$ cat config.mk
export PLATFORM = sky130hd
export DESIGN_NAME = menu_connect_ctrl
export DESIGN_NICKNAME = d
export VERILOG_FILES = /design/src/rtl/menu_pkg.sv /design/src/rtl/sync_2ff.sv /design/src/rtl/menu_connect_ctrl.sv
export SDC_FILE = /design/constraint.sdc
export NUM_CORES = 1
export LEC_CHECK = 0
export CORE_MARGIN = 5
export CORE_UTILIZATION = 45
export CTS_CLUSTER_SIZE = 30
export DETAILED_ROUTE_END_ITERATION = 10
export GPL_ROUTABILITY_DRIVEN = 1
export GPL_TIMING_DRIVEN = 1
export PLACE_DENSITY_LB_ADDON = 0.05
export SLEW_MARGIN = 15
export SYNTH_ARGS = -nofsm -noshare
export SYNTH_HDL_FRONTEND = slang
export SYNTH_SLANG_ARGS = --single-unit
$ cat constraint.sdc
create_clock -name clk -period 4.6 [get_ports clk]
set_input_delay 0.46 -clock clk [delete_from_list [all_inputs] [get_ports clk]]
set_output_delay 0.46 -clock clk [all_outputs]
set_load 0.02 [all_outputs]
$ cat src/rtl/menu_pkg.sv
// Shared menu definitions: button rectangles, connect FSM states and armed-button codes.
// Also used by the menu pixel generator, which splits its vertical counter at BTN_V_SPLIT.
package menu_pkg;

  localparam int BTN_START_X0 = 240;
  localparam int BTN_START_X1 = 400;
  localparam int BTN_START_Y0 = 230;
  localparam int BTN_START_Y1 = 290;
  localparam int BTN_CONN_X0  = 240;
  localparam int BTN_CONN_X1  = 400;
  localparam int BTN_CONN_Y0  = 330;
  localparam int BTN_CONN_Y1  = 390;
  localparam int BTN_V_SPLIT  = 310;

  typedef enum logic [1:0] {
    IDLE      = 2'd0,
    SENDING   = 2'd1,
    CONNECTED = 2'd2
  } conn_state_e;

  typedef enum logic [1:0] {
    ARM_NONE  = 2'd0,
    ARM_START = 2'd1,
    ARM_CONN  = 2'd2
  } armed_btn_e;

  // Half-open rectangle test: left/top edges inclusive, right/bottom edges exclusive.
  function automatic logic inRect(input logic [9:0] x, input logic [9:0] y,
                                  input int x0, input int x1,
                                  input int y0, input int y1);
    int xi;
    int yi;
    xi = int'(x);
    yi = int'(y);
    return (xi >= x0) && (xi < x1) && (yi >= y0) && (yi < y1);
  endfunction

endpackage

$ cat src/rtl/sync_2ff.sv
// Generic two-flop synchronizer for asynchronous level inputs.
module sync_2ff #(
  parameter int WIDTH = 1
) (
  input  logic             clk,
  input  logic             rst_n,
  input  logic [WIDTH-1:0] d_i,
  output logic [WIDTH-1:0] q_o
);

  logic [WIDTH-1:0] meta_q;
  logic [WIDTH-1:0] sync_q;

  always_ff @(posedge clk or negedge rst_n) begin
    if (!rst_n) begin
      meta_q <= '0;
      sync_q <= '0;
    end else begin
      meta_q <= d_i;
      sync_q <= meta_q;
    end
  end

  assign q_o = sync_q;

endmodule

$ cat src/rtl/menu_connect_ctrl.sv
// Menu control stage: button hover/click detection, two-board connect handshake
// and start signalling towards the peer board and the top-level game FSM.
module menu_connect_ctrl
  import menu_pkg::*;
#(
  parameter int START_X0 = BTN_START_X0,
  parameter int START_X1 = BTN_START_X1,
  parameter int START_Y0 = BTN_START_Y0,
  parameter int START_Y1 = BTN_START_Y1,
  parameter int CONN_X0  = BTN_CONN_X0,
  parameter int CONN_X1  = BTN_CONN_X1,
  parameter int CONN_Y0  = BTN_CONN_Y0,
  parameter int CONN_Y1  = BTN_CONN_Y1,
  parameter int TIMEOUT  = 100_000_000,
  parameter int STRETCH  = 4
) (
  input  logic       clk,
  input  logic       rst_n,
  input  logic [9:0] mouse_x,
  input  logic [9:0] mouse_y,
  input  logic       MOUSE_LEFT,
  input  logic       peer_connect_in,
  input  logic       peer_start_in,
  output logic       mouse_on_start_button,
  output logic       mouse_on_connect_button,
  output logic       send_connect,
  output logic       receive_connect,
  output logic       connect_out,
  output logic       start_out,
  output logic       start_game
);

  localparam int TW = (TIMEOUT > 1) ? $clog2(TIMEOUT) : 1;
  localparam int SW = $clog2(STRETCH + 1);
  localparam logic [TW-1:0] TIMEOUT_LAST = TW'(TIMEOUT - 1);
  localparam logic [SW-1:0] STRETCH_LOAD = SW'(STRETCH);

  logic onStart_d;
  logic onConn_d;
  logic onStart_q;
  logic onConn_q;
  logic leftBtn_q;
  logic pressEdge;
  logic releaseEdge;
  logic clickStart;
  logic clickConn;
  logic startSync;
  logic startSyncPrev_q;
  logic peerStartEvt;
  logic sendConnect_q;
  logic startGame_q;

  armed_btn_e     armed_q;
  conn_state_e    state_q;
  conn_state_e    state_d;
  logic [TW-1:0]  timeout_q;
  logic [TW-1:0]  timeout_d;
  logic [SW-1:0]  stretch_q;

  assign onStart_d = inRect(mouse_x, mouse_y, START_X0, START_X1, START_Y0, START_Y1);
  assign onConn_d  = inRect(mouse_x, mouse_y, CONN_X0, CONN_X1, CONN_Y0, CONN_Y1);

  assign pressEdge   =  MOUSE_LEFT && !leftBtn_q;
  assign releaseEdge = !MOUSE_LEFT &&  leftBtn_q;

  // A click needs press and release on the same button, judged from the registered hover flags.
  assign clickStart = releaseEdge && (armed_q == ARM_START) && onStart_q;
  assign clickConn  = releaseEdge && (armed_q == ARM_CONN)  && onConn_q;

  sync_2ff #(.WIDTH(1)) u_connSync (
    .clk   (clk),
    .rst_n (rst_n),
    .d_i   (peer_connect_in),
    .q_o   (receive_connect)
  );

  sync_2ff #(.WIDTH(1)) u_startSync (
    .clk   (clk),
    .rst_n (rst_n),
    .d_i   (peer_start_in),
    .q_o   (startSync)
  );

  assign peerStartEvt = startSync && !startSyncPrev_q;

  always_ff @(posedge clk or negedge rst_n) begin
    if (!rst_n) begin
      onStart_q       <= 1'b0;
      onConn_q        <= 1'b0;
      leftBtn_q       <= 1'b0;
      armed_q         <= ARM_NONE;
      startSyncPrev_q <= 1'b0;
    end else begin
      onStart_q       <= onStart_d;
      onConn_q        <= onConn_d;
      leftBtn_q       <= MOUSE_LEFT;
      startSyncPrev_q <= startSync;
      if (pressEdge) begin
        if (onStart_q) begin
          armed_q <= ARM_START;
        end else if (onConn_q) begin
          armed_q <= ARM_CONN;
        end else begin
          armed_q <= ARM_NONE;
        end
      end else if (releaseEdge) begin
        armed_q <= ARM_NONE;
      end
    end
  end

  // Peer acknowledge outranks a cancel click arriving in the same cycle.
  always_comb begin
    state_d   = state_q;
    timeout_d = timeout_q;
    case (state_q)
      IDLE: begin
        if (clickConn) begin
          state_d   = SENDING;
          timeout_d = '0;
        end
      end
      SENDING: begin
        if (receive_connect) begin
          state_d = CONNECTED;
        end else if (clickConn) begin
          state_d = IDLE;
        end else if (timeout_q == TIMEOUT_LAST) begin
          state_d = IDLE;
        end else if (timeout_q != '1) begin
          timeout_d = timeout_q + 1'b1;
        end
      end
      CONNECTED: begin
        if (!receive_connect) begin
          state_d = IDLE;
        end
      end
      default: state_d = IDLE;
    endcase
  end

  always_ff @(posedge clk or negedge rst_n) begin
    if (!rst_n) begin
      state_q       <= IDLE;
      timeout_q     <= '0;
      sendConnect_q <= 1'b0;
    end else begin
      state_q       <= state_d;
      timeout_q     <= timeout_d;
      sendConnect_q <= (state_d != IDLE);
    end
  end

  // Only a local start while linked is forwarded to the peer; a repeat click restarts the stretch.
  always_ff @(posedge clk or negedge rst_n) begin
    if (!rst_n) begin
      startGame_q <= 1'b0;
      stretch_q   <= '0;
    end else begin
      startGame_q <= clickStart || (peerStartEvt && (state_q == CONNECTED));
      if (clickStart && (state_q == CONNECTED)) begin
        stretch_q <= STRETCH_LOAD;
      end else if (stretch_q != '0) begin
        stretch_q <= stretch_q - 1'b1;
      end
    end
  end

  assign mouse_on_start_button   = onStart_q;
  assign mouse_on_connect_button = onConn_q;
  assign send_connect            = sendConnect_q;
  assign connect_out             = sendConnect_q;
  assign start_out               = (stretch_q != '0);
  assign start_game              = startGame_q;

endmodule

* Word level (Yosys, flattened, before mapping)
Index checks and enable logic that the tools add are counted.
Storage, ports and cells: memories kept 0, output and inout port bits 7, bits in latches 0, bits in writable memories 0, input port bits 25, bits in registers 44, ROM bits 0, word-level logic and storage cells 76
Cells by class: $add $sub $neg 2, bitwise gates (word level) 0, muxes and demuxes 18, magnitude comparators 6, div/mod/pow operators 0, $mul 0, eq/ne operators 11, reduce and logical (&&, ||, !) cells 25, shift operators 0
Operator list (count):
- 27-bit 2-to-1 mux | 5
- 27-bit case mux with 2 select lines | 1
- 10-bit by 9-bit less-than comparator with 1-bit output, second input constant | 3
- 27-bit by 1-bit adder with 27-bit output, second input constant | 1
- 27-bit == test, second input constant | 1
- 27-bit inequality test, second input constant | 1
- 10-bit by 8-bit >= comparator with 1-bit output, second input constant | 2
- 2-bit 2-to-1 mux | 9
- 1-bit logical AND | 14
- 10-bit by 9-bit >= comparator with 1-bit output, second input constant | 1
- 2-bit inequality test, second input constant | 5
- 2-bit nonzero test | 4
- 3-bit 2-to-1 mux | 2
- 2-bit case mux with 3 select lines | 1
- 6-bit AND reduction | 1
- 2-bit by 1-bit == test with 1-bit output, second input constant | 2
- 2-bit == test, second input constant | 2
- 1-bit logical NOT | 3
- 3-bit nonzero test | 1
- 3-bit by 1-bit subtractor with 3-bit output, second input constant | 1
- 2-bit logical NOT | 1
- 1-bit logical OR | 1

* Logic depth before layout (Yosys ltp)
depth in word-level cells 8, gate-level depth with buffers 8, depth with buffers taken out 7

* By module
Synthesis repeated with hierarchy kept, for this count alone.
Unflattened totals: cells, all modules 262, area total of the unflattened synthesis 2474.9 µm²
By module, submodules not included:
- menu_connect_ctrl | sequential area each 1001.0 µm², instances 1, cells each 258, area an instance 2374.8 µm²
- sync_2ff | sequential area each 50.0 µm², instances 2, cells each 2, area an instance 50.0 µm²

* Worst setup path after synthesis
OpenSTA, ideal clock, no wires.
path kind register to register, start register timeout_q[0], end register timeout_q[0], buffers on the path 2, required time 4534 ps, arrival time 2059 ps, stages on the path, launching flop included 9, period minus slack after synthesis 2125 ps, setup slack 2475 ps, library setup time 66 ps, cell sequence dfrtp_1 ha_1 nand3_1 or4_1 buf_2 or2_4 a21oi_4 buf_6 mux2_1
Between the ends: longest elaborated chain between the ends 6, elaborated cells between the ends (all ways) 11, classes of those cells add/sub (1); eq/ne (4); mux (5); reduce/logical (1)
Ends and longest elaborated chain:
- from (decl) | line menu_connect_ctrl.sv:56 | logic [TW-1:0] timeout_q;
- from (signal assigned) | line menu_connect_ctrl.sv:150 | timeout_q <= timeout_d;
- 27-bit by 1-bit adder with 27-bit output | line menu_connect_ctrl.sv:131 | timeout_d = timeout_q + 1'b1;
- 27-bit 2-to-1 mux | line menu_connect_ctrl.sv:130 | end else if (timeout_q != '1) begin
- 27-bit 2-to-1 mux | line menu_connect_ctrl.sv:128 | end else if (timeout_q == TIMEOUT_LAST) begin
- 27-bit 2-to-1 mux | line menu_connect_ctrl.sv:126 | end else if (clickConn) begin
- 27-bit 2-to-1 mux | line menu_connect_ctrl.sv:124 | if (receive_connect) begin
- 27-bit case mux with 2 select lines | line menu_connect_ctrl.sv:116 | case (state_q)
Several ways; a longest one is shown, not always the timed one. The select of a mux whose other input is x is not followed. A chain may end at the register's enable or synchronous reset.

* Worst setup path after layout
start register timeout_q[0], end register timeout_q[12]
Same word-level chain as after synthesis.

==> impl_metrics.py <==
metrics = {
    "synthesis": {
        "syn_nets": 289,
        "synthAdderAreaFrac": 0.0251,
        "synth_compound_area_frac": 0.200,
        "synth_mux_area_frac": 0.0125,
        "yosysSeqAreaShare": 0.441,
        "yosys_warnings": 0,
        "synth_top_area_share": 0.441,
        "synth-edff-count": 0,
        "synth_top_flop_cell": "dfrtp_1",
        "syn-cell-area_mm2": 0.00249,
        "ys_types": 57,
        "async_flop_share": 1.00,
        "yosys.area_share.xor_xnor": 0.00351,
        "syn-mean-instance-area_um2": 9.63,
        "synth_top_family_by_area": "simple AND/OR/NAND/NOR gates",
        "synth_top_area_cell": "dfrtp_1",
        "synth.area.top_cells": "dfrtp_1, nand2_1, nand3_1",
        "synth_cells": 259,
        "synth-simple-area-share": 0.277,
        "ys_ff_latch": 44,
    },
    "clocking": {
        "cts_made_buffers": 5,
        "h-tree-depth": 2,
        "insertion_delay_ps": 300,
        "ctsResizeCount": 0,
        "clkSinkCount": 44,
        "cts.clk_slew.worst_paths_ps": 90,
        "post_cts_buffers": 0,
        "tritoncts": "done",
        "cts.hold.buffers_added": 0,
        "cts-root-buf": "clkbuf_8",
        "cts_buffer_depth": 2,
    },
    "detailed_routing": {
        "remaining_drc_errors": 0,
        "vias_per_cell": 5.99,
        "dr.pass1.iters": 4,
        "totalWireLength_um": 5510,
        "routedWlPerCell_um": 15.6,
        "vias": 2109,
        "drt_iter0_drc": 201,
        "drt.antenna.violating_nets": 0,
    },
    "critical_path": {
        "crit_path_end_kind": "register",
        "path_class": "register to register",
        "path_max_fanout": 13,
        "crit_arrival_ps": 3120,
        "critPathLaunchType": "register",
        "cp.required_ps": 4780,
        "rrSetupSlack_ps": 1660,
    },
    "timing": {
        "rsz0062_at_grt": "no",
        "slew_headroom": 0.348,
        "slew_violations": 0,
        "finalWorstSetupSlack_ps": 1660,
        "clock_skew_ps": 12.1,
        "fmax_mhz": 340,
        "setup_tns_ps": 0,
        "setup_viol": 0,
        "post-route-period-util": 0.640,
        "worstMarginPinSlew_ps": 978,
        "finalCriticalPeriod_ps": 2940,
        "hold_violations": 0,
    },
    "layout": {
        "fin_util": 0.533,
        "layout.nets": 309,
        "design_area_mm2": 0.00290,
        "n_fill_cell": 514,
        "areaGrowthSynthToFinish_pct": 16.1,
        "insertedDiodeCount": 0,
        "drive_gt1_frac": 0.0750,
    },
    "floorplanning": {
        "io_pins": 32,
        "die_h_um": 84.5,
        "fp-row-count": 27,
        "coreArea_mm2": 0.00544,
        "die_area_mm2": 0.00713,
        "initial_utilization": 0.459,
        "die_x_um": 84.5,
    },
    "placement": {
        "place_hpwl_um": 3750,
        "placed_area_mm2": 0.00278,
        "portBuffers": 26,
        "place_ws_ps": 1670,
        "place_congestion": 0.746,
    },
    "grt": {
        "groute.usage.overall": 0.156,
        "grt_pass1_vias": 1905,
        "grt_start_max_net_pins": 45,
        "antenna_found_initial": 0,
        "grt_pass1_wl_um": 9220,
        "overflow": 0,
    },
    "pwr": {
        "peakVddDrop_uv": 92.4,
        "powerDensity_mw_per_mm2": 256,
        "power.static_leakage_uw": 0.00122,
    },
    "run_status": {
        "status": "finished, final reports clean",
    },
    "min_path": {
        "hold_class": "primary input to asynchronous set/reset pin",
    },
    "flow_run": {
        "maxCapViolCount": 0,
    },
}
-- state kept, by name, summed over array words and instances (netlist names) --
| name | count |
|---|---|
| connect_out | 1 |
| u_connSync.meta_q | 1 |
| mouse_on_connect_button | 1 |
| mouse_on_start_button | 1 |
| start_game | 1 |
| u_connSync.q_o | 1 |
| state_q | 2 |
| stretch_q | 3 |
| timeout_q | 27 |
| armed_q | 2 |
| u_startSync.meta_q | 1 |
| u_startSync.q_o | 1 |
| startSyncPrev_q | 1 |
| leftBtn_q | 1 |
-- power by group --
part           total [uW]  internal [uW]  switching (uW)
logic                35.0           18.9            16.1
registers             391            389            1.34
clock network         317            178             139
-- layout by cell type, fill, tap and decap left out, drive strengths merged, types with 2 or more instances in the layout --
cell type / Yosys / layout
nand4b: 2 / 2
nand2b: 5 / 5
and4: 2 / 2
nor3: 8 / 8
or2: 3 / 3
and4b: 2 / 2
nor4: 12 / 12
o311ai: 4 / 4
clkbuf: 8 / 6
a221o: 2 / 2
mux2i: 2 / 2
nand3b: 3 / 3
a31oi: 2 / 2
dfrtp: 44 / 44
and3: 12 / 12
or4: 2 / 2
nand3: 16 / 16
o211ai: 5 / 5
or3: 5 / 5
o31ai: 6 / 6
nand4: 7 / 7
a21oi: 5 / 5
inv: 8 / 8
nand2: 22 / 22
nor2: 12 / 12
or4bb: 2 / 2
o21ai: 8 / 8
o41ai: 8 / 8
a211o: 8 / 8
ha: 5 / 5
a21o: 7 / 7
clkdlybuf4s50: 0 / 25
buf: 6 / 2
-- synth_stat cells (2+ instances only) --
library cell and count:
clkbuf_2 2, nand3_1 16, nor4_1 12, inv_1 8, nand4b_1 2, nand2_1 22, mux2i_1 2, and3_1 11
buf_2 4, or4_1 2, a21oi_1 4, o311ai_0 4, a21o_1 7, o31ai_1 6, nor3_1 8, a211o_1 5
and4_1 2, and4b_1 2, a31oi_1 2, or3_1 5, nor2_1 11, a221o_1 2, dfrtp_1 44, o41ai_1 8
or2_2 2, nand2b_1 5, o21ai_0 8, o211ai_1 5, nand4_1 6, clkbuf_1 6, a211o_2 3, or4bb_1 2
ha_1 5, nand3b_1 3
-- area by class of cell --
type | count | area (um2) | area share
well taps | 72 | 90.1 | 0.0311
flip-flops and latches | 44 | 1100 | 0.380
inverters | 8 | 30.0 | 0.0104
multi-input cells | 193 | 1290 | 0.446
clock buffers | 6 | 82.6 | 0.0285
repair buffers | 27 | 263 | 0.0907
clock inverters | 2 | 38.8 | 0.0134
-- through the flow --
| stage | std cells | power [uW] | hold slack, ps |
|---|---|---|---|
| 2_1_floorplan | 259 | 406 | 164 |
| 3_3_place_gp | 344 | 434 | 333 |
| 3_5_place_dp | 344 | 435 | 335 |
| 4_1_cts | 352 | 749 | 349 |
| 5_1_grt | 352 | 768 | 358 |
| 6_report | 352 | 742 | 308 |
-- critical path, stage by stage, from the launching register on --
cell     delay (ps)
dfrtp_1         410
ha_1            180
nand3_1         380
or4_1           770
nor2_2          480
nor2_1          220
a221o_1         390
-- logic make-up after synthesis --
kind of cell    count (synthesis)
simple gates                  120
compound gates                 64
flops                          44
buf+inv                        22
fa+ha+maj                       5
mux                             3
xor+xnor                        1
-- worst paths after layout --
| check | startpoint | endpoint | cells past startpoint |
|---|---|---|---|
| min in group clk | u_startSync.meta_q | u_startSync.q_o | 0 |
| setup / recovery | timeout_q[0] | timeout_q[12] | 6 |
| hold reg to reg | u_startSync.meta_q | u_startSync.q_o | 0 |
| max in group asynchronous | rst_n | timeout_q[18] | 1 |
| setup reg to reg | timeout_q[0] | timeout_q[12] | 6 |
| hold / removal | rst_n | stretch_q[0] | 1 |
-- layer usage --
| layer | vias up | routed length [um] | track usage |
|---|---|---|---|
| li1 | 1050 | - | - |
| met1 | 996 | 2710 | 0.223 |
| met5 | - | 0 | 0 |
| met2 | 57 | 2400 | 0.245 |
| met3 | 6 | 337 | 0.0304 |
| met4 | 0 | 54 | 0.0345 |
Power figures use the tool's default switching activity.
